<file path="config.mk">
export PLATFORM = sky130hd
export DESIGN_NAME = event_requester
export DESIGN_NICKNAME = d
export VERILOG_FILES = /design/src/rtl/event_req_pkg.sv /design/src/rtl/event_sat_cnt.sv /design/src/rtl/event_requester.sv
export SDC_FILE = /design/constraint.sdc
export NUM_CORES = 1
export LEC_CHECK = 0
export CAP_MARGIN = 10
export CORE_MARGIN = 4
export CORE_UTILIZATION = 55
export DETAILED_ROUTE_END_ITERATION = 16
export GPL_TIMING_DRIVEN = 0
export PLACE_DENSITY = 0.91
export SYNTH_ARGS = -nofsm -noshare
export SYNTH_HDL_FRONTEND = slang
export SYNTH_HIERARCHICAL = 1
export SYNTH_SLANG_ARGS = --single-unit
</file>
<file path="constraint.sdc">
create_clock -name clk -period 3.2 [get_ports clk]
set_input_delay 0.48 -clock clk [delete_from_list [all_inputs] [get_ports clk]]
set_output_delay 0.48 -clock clk [all_outputs]
set_load 0.01 [all_outputs]
</file>
<file path="src/rtl/event_req_pkg.sv">
// Shared types and defaults for the event requester.
package event_req_pkg;

  // Requester FSM states.
  typedef enum logic [2:0] {
    IDLE = 3'd0,
    ARM  = 3'd1,
    FIRE = 3'd2,
    WAIT = 3'd3,
    GAP  = 3'd4,
    DONE = 3'd5
  } state_e;

  localparam int DEFAULT_CNT_W   = 16;
  localparam int DEFAULT_GAP_W   = 8;
  localparam int DEFAULT_TIMEOUT = 4;

  // Bits needed to hold a wait counter that runs 1..timeout.
  function automatic int wait_cnt_width(input int timeout);
    int w;
    w = $clog2(timeout + 1);
    return (w < 1) ? 1 : w;
  endfunction

endpackage

</file>
<file path="src/rtl/event_sat_cnt.sv">
// Saturating up-counter with synchronous clear; used for the result tallies.
module event_sat_cnt #(
  parameter int W = 16
) (
  input  logic         clk,
  input  logic         reset_n,
  input  logic         inc,
  input  logic         clr,
  output logic [W-1:0] count
);

  logic [W-1:0] count_d;
  logic [W-1:0] count_q;

  // Clear wins over increment; an all-ones count holds instead of wrapping.
  always_comb begin
    count_d = count_q;
    if (clr) begin
      count_d = '0;
    end else if (inc && (count_q != {W{1'b1}})) begin
      count_d = count_q + W'(1);
    end
  end

  // Count register, cleared asynchronously.
  always_ff @(posedge clk or negedge reset_n) begin
    if (!reset_n) begin
      count_q <= '0;
    end else begin
      count_q <= count_d;
    end
  end

  assign count = count_q;

endmodule

</file>
<file path="src/rtl/event_requester.sv">
// Initiator for the enable/data_signal -> event_occurred handshake.
// Issues a programmed number of arm/fire requests, times each response and
// keeps pass, timeout and spurious-event tallies.
module event_requester
  import event_req_pkg::*;
#(
  parameter int CNT_W   = DEFAULT_CNT_W,
  parameter int GAP_W   = DEFAULT_GAP_W,
  parameter int TIMEOUT = DEFAULT_TIMEOUT
) (
  input  logic             clk,
  input  logic             reset_n,
  input  logic             start,
  input  logic [CNT_W-1:0] num_events,
  input  logic [GAP_W-1:0] gap,
  input  logic             event_occurred,
  output logic             enable,
  output logic             data_signal,
  output logic             busy,
  output logic             done,
  output logic [CNT_W-1:0] pass_cnt,
  output logic [CNT_W-1:0] timeout_cnt,
  output logic [CNT_W-1:0] spurious_cnt
);

  localparam int WAIT_W = wait_cnt_width(TIMEOUT);
  localparam logic [WAIT_W-1:0] WAIT_LIMIT = WAIT_W'(TIMEOUT);

  state_e           state_d,    state_q;
  logic [CNT_W-1:0] req_left_d, req_left_q;
  logic [GAP_W-1:0] gap_lat_d,  gap_lat_q;
  logic [GAP_W-1:0] gap_cnt_d,  gap_cnt_q;
  logic [WAIT_W-1:0] wait_cnt_d, wait_cnt_q;

  logic start_ok;
  logic pass_hit;
  logic timeout_hit;
  logic spurious_hit;
  logic req_finished;

  // Per-cycle events derived from the current state and the monitor response.
  always_comb begin
    start_ok     = (state_q == IDLE) && start;
    pass_hit     = (state_q == WAIT) && event_occurred;
    timeout_hit  = (state_q == WAIT) && !event_occurred && (wait_cnt_q == WAIT_LIMIT);
    spurious_hit = event_occurred &&
                   ((state_q == ARM) || (state_q == FIRE) || (state_q == GAP));
    req_finished = pass_hit || timeout_hit;
  end

  // Next-state logic for the FSM and its request, wait and gap counters.
  always_comb begin
    state_d    = state_q;
    req_left_d = req_left_q;
    gap_lat_d  = gap_lat_q;
    gap_cnt_d  = gap_cnt_q;
    wait_cnt_d = wait_cnt_q;

    unique case (state_q)
      IDLE: begin
        if (start) begin
          req_left_d = num_events;
          gap_lat_d  = gap;
          state_d    = (num_events == '0) ? DONE : ARM;
        end
      end

      ARM: begin
        state_d = FIRE;
      end

      FIRE: begin
        state_d    = WAIT;
        wait_cnt_d = WAIT_W'(1);
      end

      WAIT: begin
        if (req_finished) begin
          if (req_left_q != '0) begin
            req_left_d = req_left_q - CNT_W'(1);
          end
          if (req_left_q <= CNT_W'(1)) begin
            state_d = DONE;
          end else if (gap_lat_q == '0) begin
            state_d = ARM;
          end else begin
            state_d   = GAP;
            gap_cnt_d = gap_lat_q;
          end
        end else if (wait_cnt_q != WAIT_LIMIT) begin
          wait_cnt_d = wait_cnt_q + WAIT_W'(1);
        end
      end

      GAP: begin
        if (gap_cnt_q != '0) begin
          gap_cnt_d = gap_cnt_q - GAP_W'(1);
        end
        if (gap_cnt_q <= GAP_W'(1)) begin
          state_d = ARM;
        end
      end

      DONE: begin
        state_d = IDLE;
      end

      default: begin
        state_d = IDLE;
      end
    endcase
  end

  // FSM and counter registers; reset aborts any run straight back to IDLE.
  always_ff @(posedge clk or negedge reset_n) begin
    if (!reset_n) begin
      state_q    <= IDLE;
      req_left_q <= '0;
      gap_lat_q  <= '0;
      gap_cnt_q  <= '0;
      wait_cnt_q <= '0;
    end else begin
      state_q    <= state_d;
      req_left_q <= req_left_d;
      gap_lat_q  <= gap_lat_d;
      gap_cnt_q  <= gap_cnt_d;
      wait_cnt_q <= wait_cnt_d;
    end
  end

  // Handshake and status outputs are pure decodes of the state register.
  always_comb begin
    enable      = (state_q == ARM) || (state_q == FIRE);
    data_signal = (state_q == FIRE);
    busy        = (state_q != IDLE);
    done        = (state_q == DONE);
  end

  event_sat_cnt #(.W(CNT_W)) u_pass_cnt (
    .clk     (clk),
    .reset_n (reset_n),
    .inc     (pass_hit),
    .clr     (start_ok),
    .count   (pass_cnt)
  );

  event_sat_cnt #(.W(CNT_W)) u_timeout_cnt (
    .clk     (clk),
    .reset_n (reset_n),
    .inc     (timeout_hit),
    .clr     (start_ok),
    .count   (timeout_cnt)
  );

  event_sat_cnt #(.W(CNT_W)) u_spurious_cnt (
    .clk     (clk),
    .reset_n (reset_n),
    .inc     (spurious_hit),
    .clr     (start_ok),
    .count   (spurious_cnt)
  );

endmodule

</file>
==> results.json <==
{
  "synthTopCellsByCount": "86 x dfrtp_1, 68 x nand2_1, 49 x a21oi_1, 32 x nor2_1, 30 x o21ai_0",
  "synth-edff-count": 0,
  "drv_cap": 0,
  "fin_tns_setup_ns": 0,
  "ys_async_sr_fraction": 1.00,
  "rsz0062_at_grt": "no",
  "initial_core_util": 0.565,
  "die_h_um": 105,
  "vias": 5204,
  "cts_buffers": 9,
  "period_needed_ns": 2.91,
  "syn_avg_cell_area_um2": 8.93,
  "clkSinkCount": 86,
  "multi_input_area_um2": 2860,
  "power_frac_seq": 0.396,
  "synth_largest_area_cell": "dfrtp_1",
  "cts_resized": 0,
  "arrival_ns": 3.13,
  "final.period_utilization": 0.909,
  "timing.final.max_slew_violations": 0,
  "design_area_um2": 6420,
  "ctsHoldBuffers": 0,
  "worst_pin_slew_ns": 0.796,
  "ir_worst_vdd_uv": 459,
  "hold_path.class": "primary input to asynchronous set/reset pin",
  "synth_seq_cells": 86,
  "crit_type": "register to register",
  "final_nets": 713,
  "drc": 0,
  "grt_max_degree": 54,
  "gp_congestion": 0.942,
  "p_sw_frac": 0.410,
  "max-slew-margin-rel": 0.465,
  "power-per-cell-area_nw_per_um2": 645,
  "syn_inst": 585,
  "dp.final_hpwl_um": 10100,
  "wl_per_cell_um": 17.5,
  "overflow": 0,
  "grt_pass1_wl_um": 24100,
  "die_area_um2": 11100,
  "antenna_cells": 0,
  "ys_types": 61,
  "ys_seq_area_frac": 0.412,
  "core_um2": 9240,
  "grt_usage": 0.258,
  "p_switching_mw": 1.70,
  "power_frac_comb": 0.402,
  "tritoncts": "done",
  "p_clk_frac": 0.202,
  "final.fill_count": 722,
  "end_kind": "register",
  "dp_cells": 794,
  "leakage_nw": 2.54,
  "final-seq-area_um2": 2150,
  "drive_gt1_frac": 0.0914,
  "io_pins": 80,
  "timing.fmax_ghz": 0.344,
  "cp_max_fo": 17,
  "ys.flop_type": "dfrtp_1",
  "antenna_found_initial": 0,
  "cts-htree-levels": 3,
  "port_buffers": 79,
  "synth_warnings": 6,
  "clkTransAtPathRegs_ns": 0.09,
  "stdcell_count": 807,
  "clock_path_buffers": 2,
  "ys_top_cells_by_area": "dfrtp_1 41%, nand2_1 4.9%, a21oi_1 4.7%, o31ai_1 3.3%, nor4_1 3.1%",
  "root_buffer": "clkbuf_8",
  "setup_viol": 0,
  "die_x_um": 105,
  "synth.most_common_cell": "dfrtp_1",
  "status": "finished clean",
  "row_count": 35,
  "routed_wl_um": 14200,
  "internal_power_mw": 2.44,
  "area_growth_pct": 22.9,
  "syn_area_um2": 5220,
  "required_ns": 3.42,
  "grt_pass1_vias": 5085,
  "dpl-instance-area_um2": 6200,
  "drt-pass1-iter-count": 5,
  "post_cts_buffers": 0,
  "antenna_left": 0,
  "clock-skew-final_ns": 0.0127,
  "synth_nets": 623,
  "hold_viol_final": 0,
  "vias_per_cell": 6.45,
  "drt_iter0_markers": 405,
  "insertion_delay_ns": 0.35,
  "synth_top_cell_area_share": 0.412,
  "worst_setup_path_start_kind": "register"
}
## metrics by stage
step	util	setup WS (ns)	power, mW	hold slack, ns
after global routing	0.694	0.0520	4.42	0.104
after detailed placement	0.671	-0.0577	3.27	0.472
after CTS	0.693	0.186	4.12	0.0804
final	0.694	0.291	4.14	0.0707
after global placement	0.668	-1.52	3.19	0.499
after floorplan	-	0.787	2.69	0.184
## flip-flops by register name, indices dropped and copies added, names as in the netlist
signal and flops:
state_q 3, gap_cnt_q 8, u_pass_cnt/count 16, u_timeout_cnt/count 16, wait_cnt_q 3, req_left_q 16
u_spurious_cnt/count 16, gap_lat_q 8
## cells by family after synthesis
kind of cell,after synthesis,synth area share
simple gates,262,0.287
fa+ha+maj,10,0.0240
compound gates,162,0.202
mux,14,0.0307
flops,86,0.412
xor+xnor,1,0.00168
buf+inv,50,0.0419
## path summary, 6_finish.rpt
path,startpoint,end,slack [ns],cells past startpoint
hold reg to reg,gap_lat_q[2]$_DFFE_PN0P_,gap_lat_q[2]$_DFFE_PN0P_,0.52,2
setup / recovery,state_q[0]$_DFFE_PN0P_,req_left_q[2]$_DFFE_PN0P_,0.29,7
max in group asynchronous,reset_n,wait_cnt_q[2]$_DFFE_PN0P_,2.50,2
min in group clk,gap_lat_q[2]$_DFFE_PN0P_,gap_lat_q[2]$_DFFE_PN0P_,0.52,2
setup reg to reg,state_q[0]$_DFFE_PN0P_,req_left_q[2]$_DFFE_PN0P_,0.29,7
hold / removal,reset_n,gap_lat_q[3]$_DFFE_PN0P_,0.07,1
## area by class of cell
cell class              count  share of cell area
plain buffers              30              0.0224
clock buffers              10              0.0215
repair buffers             80               0.127
well taps                 129              0.0252
flip-flops and latches     86               0.335
inverters                  19              0.0117
clock inverters             4              0.0113
multi-input cells         449               0.445
## worst max-delay path, stage by stage, from the launching register on
cell        delay, ns
dfrtp_1          0.37
clkbuf_1         0.34
nor3_1           0.18
nand2_1          0.33
clkinvlp_4       0.45
a21oi_2          0.50
clkbuf_1         0.41
o21ai_0          0.18
## power by group through the flow
stage / clock [mW] / sequential, mW / combinational, mW
6_report: 0.835 / 1.64 / 1.66
2_1_floorplan: 0 / 1.58 / 1.11
5_1_grt: 0.894 / 1.68 / 1.85
3_5_place_dp: 0 / 1.64 / 1.63
4_1_cts: 0.857 / 1.63 / 1.63
3_3_place_gp: 0 / 1.63 / 1.57
## metal layers
layer  GRT usage  part of all wire
met1       0.342              0.42
met2       0.426              0.48
met3      0.0349             0.065
met4       0.109             0.030
met5           0                 0
## placed cells by master (no fill, tap or decap), types with 3 or more instances in the layout
master / n
or4_2: 6
nand2_1: 68
nand4_1: 20
nor3_1: 15
nand3b_1: 4
nor2_1: 31
nor4_1: 26
a22oi_1: 7
clkbuf_8: 10
clkbuf_1: 25
a21oi_1: 49
nand3_1: 17
o31ai_1: 23
nor2b_1: 12
inv_1: 18
and3_1: 6
nand4_2: 3
o311ai_0: 3
or3_1: 9
mux2_1: 12
or4_1: 18
o21ai_1: 9
and4_2: 6
o211ai_2: 3
or3_2: 4
o211ai_1: 7
dfrtp_1: 86
buf_6: 4
clkdlybuf4s50_1: 78
ha_1: 10
nor4_4: 3
a211oi_2: 3
o21ai_0: 30
o22ai_1: 6
No activity file was read; power rests on OpenSTA's default activity.
